**src/rtl/mips_defs.sv**
```systemverilog
// rtl/mips_defs.sv - shared MIPS opcode/funct encodings and write-back kinds
// Purpose: constants shared by the write-back stage and its register file.
// Ports: none (package).
package mips_defs;

    localparam int REG_AW       = 5;
    localparam int NREG_DEF     = 32;
    localparam int LINK_REG_DEF = 31;

    // Primary opcodes (Ins[31:26])
    localparam logic [5:0] OP_RTYPE = 6'b000000;
    localparam logic [5:0] OP_JAL   = 6'b000011;
    localparam logic [5:0] OP_ADDI  = 6'b001000;
    localparam logic [5:0] OP_LUI   = 6'b001111;
    localparam logic [5:0] OP_LW    = 6'b100011;

    // R-type function codes (Ins[5:0])
    localparam logic [5:0] FN_SLL   = 6'b000000;
    localparam logic [5:0] FN_SRL   = 6'b000010;
    localparam logic [5:0] FN_SRA   = 6'b000011;
    localparam logic [5:0] FN_SLLV  = 6'b000100;
    localparam logic [5:0] FN_SRLV  = 6'b000110;
    localparam logic [5:0] FN_SRAV  = 6'b000111;
    localparam logic [5:0] FN_JR    = 6'b001000;
    localparam logic [5:0] FN_JALR  = 6'b001001;
    localparam logic [5:0] FN_MFHI  = 6'b010000;
    localparam logic [5:0] FN_MTHI  = 6'b010001;
    localparam logic [5:0] FN_MFLO  = 6'b010010;
    localparam logic [5:0] FN_MTLO  = 6'b010011;
    localparam logic [5:0] FN_MULT  = 6'b011000;
    localparam logic [5:0] FN_DIVU  = 6'b011011;
    localparam logic [5:0] FN_ADD   = 6'b100000;
    localparam logic [5:0] FN_ADDU  = 6'b100001;
    localparam logic [5:0] FN_SUB   = 6'b100010;
    localparam logic [5:0] FN_SUBU  = 6'b100011;
    localparam logic [5:0] FN_AND   = 6'b100100;
    localparam logic [5:0] FN_OR    = 6'b100101;
    localparam logic [5:0] FN_XOR   = 6'b100110;
    localparam logic [5:0] FN_NOR   = 6'b100111;
    localparam logic [5:0] FN_SLT   = 6'b101010;
    localparam logic [5:0] FN_SLTU  = 6'b101011;

    // What the instruction in write-back commits, if anything
    typedef enum logic [2:0] {
        WB_NONE,
        WB_GPR_WDATA,   // GPR <= Wdata
        WB_GPR_LINK,    // GPR <= nextPC
        WB_HILO,        // HI <= HI_in, LO <= LO_in
        WB_MTHI,        // HI <= Wdata
        WB_MTLO         // LO <= Wdata
    } wb_kind_e;

endpackage

```
**src/rtl/regfile32.sv**
```systemverilog
// rtl/regfile32.sv - general register file, 2 async read ports, 1 sync write port
// Purpose: architectural GPRs; register 0 is hardwired to zero.
// Ports:
//   i_clk, i_rst_n        clock (rising edge), asynchronous active-low clear
//   i_we/i_waddr/i_wdata  synchronous write port
//   i_ra1/i_ra2           read addresses
//   o_rd1/o_rd2           combinational read data (no write-through bypass)
module regfile32 #(
    parameter int NREG = 32,
    parameter int AW   = $clog2(NREG)
) (
    input  logic          i_clk,
    input  logic          i_rst_n,
    input  logic          i_we,
    input  logic [AW-1:0] i_waddr,
    input  logic [31:0]   i_wdata,
    input  logic [AW-1:0] i_ra1,
    input  logic [AW-1:0] i_ra2,
    output logic [31:0]   o_rd1,
    output logic [31:0]   o_rd2
);

    logic [31:0] r_mem [NREG];

    always_ff @(posedge i_clk or negedge i_rst_n) begin
        if (!i_rst_n) begin
            for (int i = 0; i < NREG; i++) begin
                r_mem[i] <= '0;
            end
        end else if (i_we && (i_waddr != '0)) begin
            r_mem[i_waddr] <= i_wdata;
        end
    end

    // Address 0 is gated on the read side too, so $0 reads zero regardless of storage
    assign o_rd1 = (i_ra1 == '0) ? 32'h0 : r_mem[i_ra1];
    assign o_rd2 = (i_ra2 == '0) ? 32'h0 : r_mem[i_ra2];

endmodule

```
**src/rtl/wb_unit.sv**
```systemverilog
// rtl/wb_unit.sv - MIPS write-back stage: decode destination, commit GPR and HI/LO
// Purpose: decodes the instruction leaving MA and commits its result on the rising edge.
// Ports:
//   CLK, RST                 clock, asynchronous active-low reset
//   Ins, Wdata, nextPC       instruction, MA result, link value
//   HI_in, LO_in             multiply/divide results from EX
//   Stall                    suppresses every commit this cycle
//   Ra1/Ra2, Rdata1/Rdata2   combinational register reads for ID
//   HI, LO                   architectural HI/LO
//   WB_we/WB_addr/WB_data    the GPR commit that happens at the next edge
//   Wcount                   number of GPR commits (wraps)
module wb_unit
    import mips_defs::*;
#(
    parameter int NREG     = NREG_DEF,
    parameter int LINK_REG = LINK_REG_DEF
) (
    input  logic              CLK,
    input  logic              RST,
    input  logic [31:0]       Ins,
    input  logic [31:0]       Wdata,
    input  logic [31:0]       nextPC,
    input  logic [31:0]       HI_in,
    input  logic [31:0]       LO_in,
    input  logic              Stall,
    input  logic [REG_AW-1:0] Ra1,
    input  logic [REG_AW-1:0] Ra2,
    output logic [31:0]       Rdata1,
    output logic [31:0]       Rdata2,
    output logic [31:0]       HI,
    output logic [31:0]       LO,
    output logic              WB_we,
    output logic [REG_AW-1:0] WB_addr,
    output logic [31:0]       WB_data,
    output logic [31:0]       Wcount
);

    localparam logic [REG_AW-1:0] LINK_ADDR = REG_AW'(LINK_REG);

    logic [5:0]        w_op;
    logic [5:0]        w_funct;
    logic [REG_AW-1:0] w_rd;
    logic [REG_AW-1:0] w_rt;
    wb_kind_e          w_kind;
    logic [REG_AW-1:0] w_dest;
    logic              w_gpr_wr;
    logic              w_unused_fields;

    logic [31:0]       r_hi;
    logic [31:0]       r_lo;
    logic [31:0]       r_wcount;

    assign w_op    = Ins[31:26];
    assign w_funct = Ins[5:0];
    assign w_rd    = Ins[15:11];
    assign w_rt    = Ins[20:16];

    // rs and shamt are consumed upstream; write-back never needs them
    assign w_unused_fields = ^{Ins[25:21], Ins[10:6]};

    always_comb begin
        w_kind = WB_NONE;
        w_dest = '0;
        if (w_op == OP_RTYPE) begin
            case (w_funct) inside
                FN_ADD, FN_ADDU, FN_SUB, FN_SUBU, FN_AND, FN_OR, FN_XOR, FN_NOR,
                FN_SLT, FN_SLTU, FN_SLL, FN_SRL, FN_SRA, FN_SLLV, FN_SRLV,
                FN_SRAV, FN_MFHI, FN_MFLO: begin
                    w_kind = WB_GPR_WDATA;
                    w_dest = w_rd;
                end
                FN_JALR: begin
                    w_kind = WB_GPR_LINK;
                    w_dest = w_rd;
                end
                [FN_MULT:FN_DIVU]: w_kind = WB_HILO;
                FN_MTHI:           w_kind = WB_MTHI;
                FN_MTLO:           w_kind = WB_MTLO;
                default:           w_kind = WB_NONE;   // JR and unknown functs
            endcase
        end else if ((w_op inside {[OP_ADDI:OP_LUI]}) || (w_op == OP_LW)) begin
            w_kind = WB_GPR_WDATA;
            w_dest = w_rt;
        end else if (w_op == OP_JAL) begin
            w_kind = WB_GPR_LINK;
            w_dest = LINK_ADDR;
        end
    end

    assign w_gpr_wr = (w_kind == WB_GPR_WDATA) || (w_kind == WB_GPR_LINK);

    // Writes to $0 are dropped here so they neither reach the file nor count
    assign WB_we   = w_gpr_wr && !Stall && (w_dest != '0);
    assign WB_addr = w_dest;
    assign WB_data = (w_kind == WB_GPR_LINK) ? nextPC : Wdata;

    regfile32 #(
        .NREG (NREG),
        .AW   (REG_AW)
    ) u_regfile (
        .i_clk   (CLK),
        .i_rst_n (RST),
        .i_we    (WB_we),
        .i_waddr (WB_addr),
        .i_wdata (WB_data),
        .i_ra1   (Ra1),
        .i_ra2   (Ra2),
        .o_rd1   (Rdata1),
        .o_rd2   (Rdata2)
    );

    always_ff @(posedge CLK or negedge RST) begin
        if (!RST) begin
            r_hi <= '0;
            r_lo <= '0;
        end else if (!Stall) begin
            case (w_kind)
                WB_HILO: begin
                    r_hi <= HI_in;
                    r_lo <= LO_in;
                end
                WB_MTHI: r_hi <= Wdata;
                WB_MTLO: r_lo <= Wdata;
                default: ;
            endcase
        end
    end

    always_ff @(posedge CLK or negedge RST) begin
        if (!RST) begin
            r_wcount <= '0;
        end else if (WB_we) begin
            r_wcount <= r_wcount + 32'd1;
        end
    end

    assign HI     = r_hi;
    assign LO     = r_lo;
    assign Wcount = r_wcount;

endmodule

```
**config.mk**
```make
export PLATFORM = sky130hd
export DESIGN_NAME = wb_unit
export DESIGN_NICKNAME = d
export VERILOG_FILES = /design/src/rtl/mips_defs.sv /design/src/rtl/regfile32.sv /design/src/rtl/wb_unit.sv
export SDC_FILE = /design/constraint.sdc
export NUM_CORES = 2
export LEC_CHECK = 0
export CAP_MARGIN = 30
export CORE_AREA = 2 2 368 370
export CTS_BUF_LIST = sky130_fd_sc_hd__clkbuf_4 sky130_fd_sc_hd__clkbuf_8
export CTS_CLUSTER_DIAMETER = 120
export DETAILED_ROUTE_END_ITERATION = 16
export DIE_AREA = 0 0 370 372
export GPL_ROUTABILITY_DRIVEN = 0
export GPL_TIMING_DRIVEN = 0
export PLACE_DENSITY = 0.71
export SLEW_MARGIN = 20
export SYNTH_ARGS = -nofsm -noshare
export SYNTH_HDL_FRONTEND = slang
export SYNTH_HIERARCHICAL = 1
export SYNTH_SLANG_ARGS = --single-unit
```
**constraint.sdc**
```tcl
create_clock -name CLK -period 8.1 [get_ports CLK]
set_input_delay 1.62 -clock CLK [delete_from_list [all_inputs] [get_ports CLK]]
set_output_delay 1.62 -clock CLK [all_outputs]
set_load 0.03 [all_outputs]
```
==> run summary <==
slowest CP cell - nor4_1
IO Pins - 371
YS warnings - 6
Logic pwr share - 13.6%
CTS H-tree depth - 4
initial antenna violation count - 10
CP Capture Type - primary output
DRT iter0 DRCs - 6659
Synth Net Count - 4323
IR drop worst, VDD - 0.1584 mV
crit-path max FO - 10
Die Y - 372 um
Setup WS post-layout - -17.07 ps
Routed WL - 237100 um
CTS buffer count - 185
final period utilization - 100.2%
CP dominant cell by count - clkdlybuf4s50_1
# setup viols final - 1
Slew Viols, Final - 0
switching share of power - 27.67%
Internal - 9.817 mW
placed insts - 6325
Leak - 32.31 nW
Post-CTS Setup Inserts - 0
status - finished, violations left
Post-layout nets - 4919
Startpoint Class - input pin
Final Cell Area - 70750 sq um
top cell type's share of synthesized area - 46.81%
Core Footprint - 134300 sq um
met2 usage - 49.96%
worst slew pin tran - 1133 ps
CTS Sinks - 1120
Avg Vias per Cell - 6.678
FILL cells - 11270
critical path class - input pin to primary output
gr usage total - 34.24%
Worst EP required - 6480 ps
hpwl dp - 172600 um
clock network power share - 42.1%
Final Critical Period - 8117 ps
Worst slew margin - 24.48%
remaining antenna violation count after routing - 0
final core occ - 52.69%
CP Cell Sequence - clkdlybuf4s50_1 -> clkinv_1 -> nand2_1 -> clkbuf_1 -> a211oi_1 -> nor4_1 -> clkdlybuf4s50_1
GR Util met1 - 42.90%
overall via count from detail_route - 44690
synthesized netlist cell count - 4149
syn avg cell area - 14.43 sq um
Reg power frac - 44.3%
RSZ-0062 raised after global routing - false
violations in the final reports - setup timing
power per cell area - 191.8 nW/um^2
DR pass1 iterations - 12
worst min-delay path category - flip-flop to flip-flop
ratio of cells with drive above 1 in the final layout - 42.18%
final hold vios - 0
clk slew on worst S/H paths - 60 ps
Initial Util - 44.59%
Buffers on Ports - 354
per-cell routed wire length - 35.43 um
Worst-Skew Late Latency - 910 ps
Placed Area - 66310 sq um
hold_buf cts - 0
Die X - 370 um
std cell rows - 135
P&R area growth vs syn - 18.15%
Mapped Area - 59880 sq um
die area - 137600 sq um
CP peak stage delay - 960 ps
max frequency - 123.2 MHz
number of synthesized flops with an enable pin - 0
first-pass GRT wire length - 331600 um
top cell type by total area after synthesis - dfrtp_1
most common cell after layout, fill and taps aside - dfrtp_1
post-synthesis sequential area ratio - 46.81%
largest net degree at the start of global routing - 145
MaxCap Viol Count - 0
GR peak layer - met2
Placement Setup Slack - 193.5 ps
total power - 13.57 mW
CTS tree - built
# DRC - 0
met3 Track Usage GR - 12.54%
Arr. time, crit path - 6500 ps
Layout Skew - 18.02 ps
ranking of synthesized cells by area - dfrtp_1, mux2_2, mux4_2
vias in the first global route - 44470
clk buf depth - 3
root buf cell - clkbuf_8
Sw Pwr - 3.755 mW
#FFs+latches synth - 1120
grt total ovfl - 0
FFs w/ async S/R, synth - 100.0%
Post-synth top flop - dfrtp_1
commonest non-fill, non-tap cells in the layout - dfrtp_1, mux2_2, mux4_2
post-CTS sizing - 0
synth unique cells - 71
Finished Layout Cells - 6693
[final cells by class]
class                      count  area (sq um)  area share [%]
multi-input combinational   2564         29640           41.90
sequential                  1120         28030           39.61
timing repair buffer         409          4288           6.061
clock buffer                 297          3731           5.274
buffer                       457          2246           3.174
tap                         1781          2228           3.150
clock inverter                45         526.8          0.7445
inverter                       8         30.03         0.04244
antenna                       12         30.03         0.04244
[sequential cells by signal, indices dropped and copies added, names as in the netlist]
register         cells
Wcount              32
HI                  32
u_regfile/r_mem   1024
LO                  32
[layer usage]
layer | vias to the layer above | routed length (um)
li1 | 17190 | -
met4 | 6 | 18370
met5 | - | 33
met3 | 881 | 31000
met2 | 3496 | 101900
met1 | 23130 | 85790
[cells in the mapped netlist (15+ instances only)]
master,count
a211oi_1,53
o32ai_1,15
nor2_1,28
xnor2_1,30
nor2b_1,53
mux2i_1,283
mux2_2,1062
clkbuf_1,237
nand2_1,67
a22oi_1,66
mux4_2,404
and3_1,17
nand3_1,25
nor4_1,17
dfrtp_1,1120
nor3_1,50
o221ai_1,27
buf_1,59
a2111oi_0,17
buf_4,53
a22o_1,54
mux2_1,69
nand4_1,20
o22ai_1,47
and2_1,21
o21ai_1,32
buf_2,80
buf_6,25
a21oi_1,37
[power groups by stage]
stage	Clock (mW)	Sequential, mW	Combinational (mW)
after floorplan	0	6.07	0.922
final	5.71	6.01	1.85
after global placement	0	6.12	1.73
after detailed placement	0	6.09	1.78
after CTS	5.75	6.00	1.79
after global routing	6.00	6.02	1.90
[worst max-delay path: cells and delay by family]
family / cells / cell delay [ps]
buffers and inverters: 4 / 2920
AND/OR/NAND/NOR: 2 / 1750
AO/OA/AOI/OAI: 1 / 170
[metrics by stage]
stage               hold WS, ps  TNS [ps]
finish                    483.4    -17.07
floorplan                 441.3         0
global route              502.2         0
global placement          460.1         -
CTS                       482.1         0
detailed placement        467.1         0
[path summary, 6_finish.rpt]
path	from	to	slack, ps	cells past startpoint
max	Ra2[4]	Rdata2[21]	-20	7
min	u_regfile/r_mem[1006]$_DFFE_PN0P_	u_regfile/r_mem[1006]$_DFFE_PN0P_	480	1
max reg2reg	Wcount[10]$_DFFE_PN0P_	Wcount[26]$_DFFE_PN0P_	6020	6
min reg2reg	u_regfile/r_mem[1006]$_DFFE_PN0P_	u_regfile/r_mem[1006]$_DFFE_PN0P_	480	1
max in group asynchronous	RST	u_regfile/r_mem[929]$_DFFE_PN0P_	5040	4
min in group asynchronous	RST	HI[19]$_DFFE_PN0P_	670	1
[cell families after synthesis]
kind of cell	count (synthesis)	synth area share [%]
mux	1818	41.20
compound gates	387	4.806
xor+xnor	31	0.4534
flops	1120	46.81
simple gates	327	2.963
buf+inv	465	3.755
fa+ha+maj	1	0.02089
(Power assumes the default switching activity.)
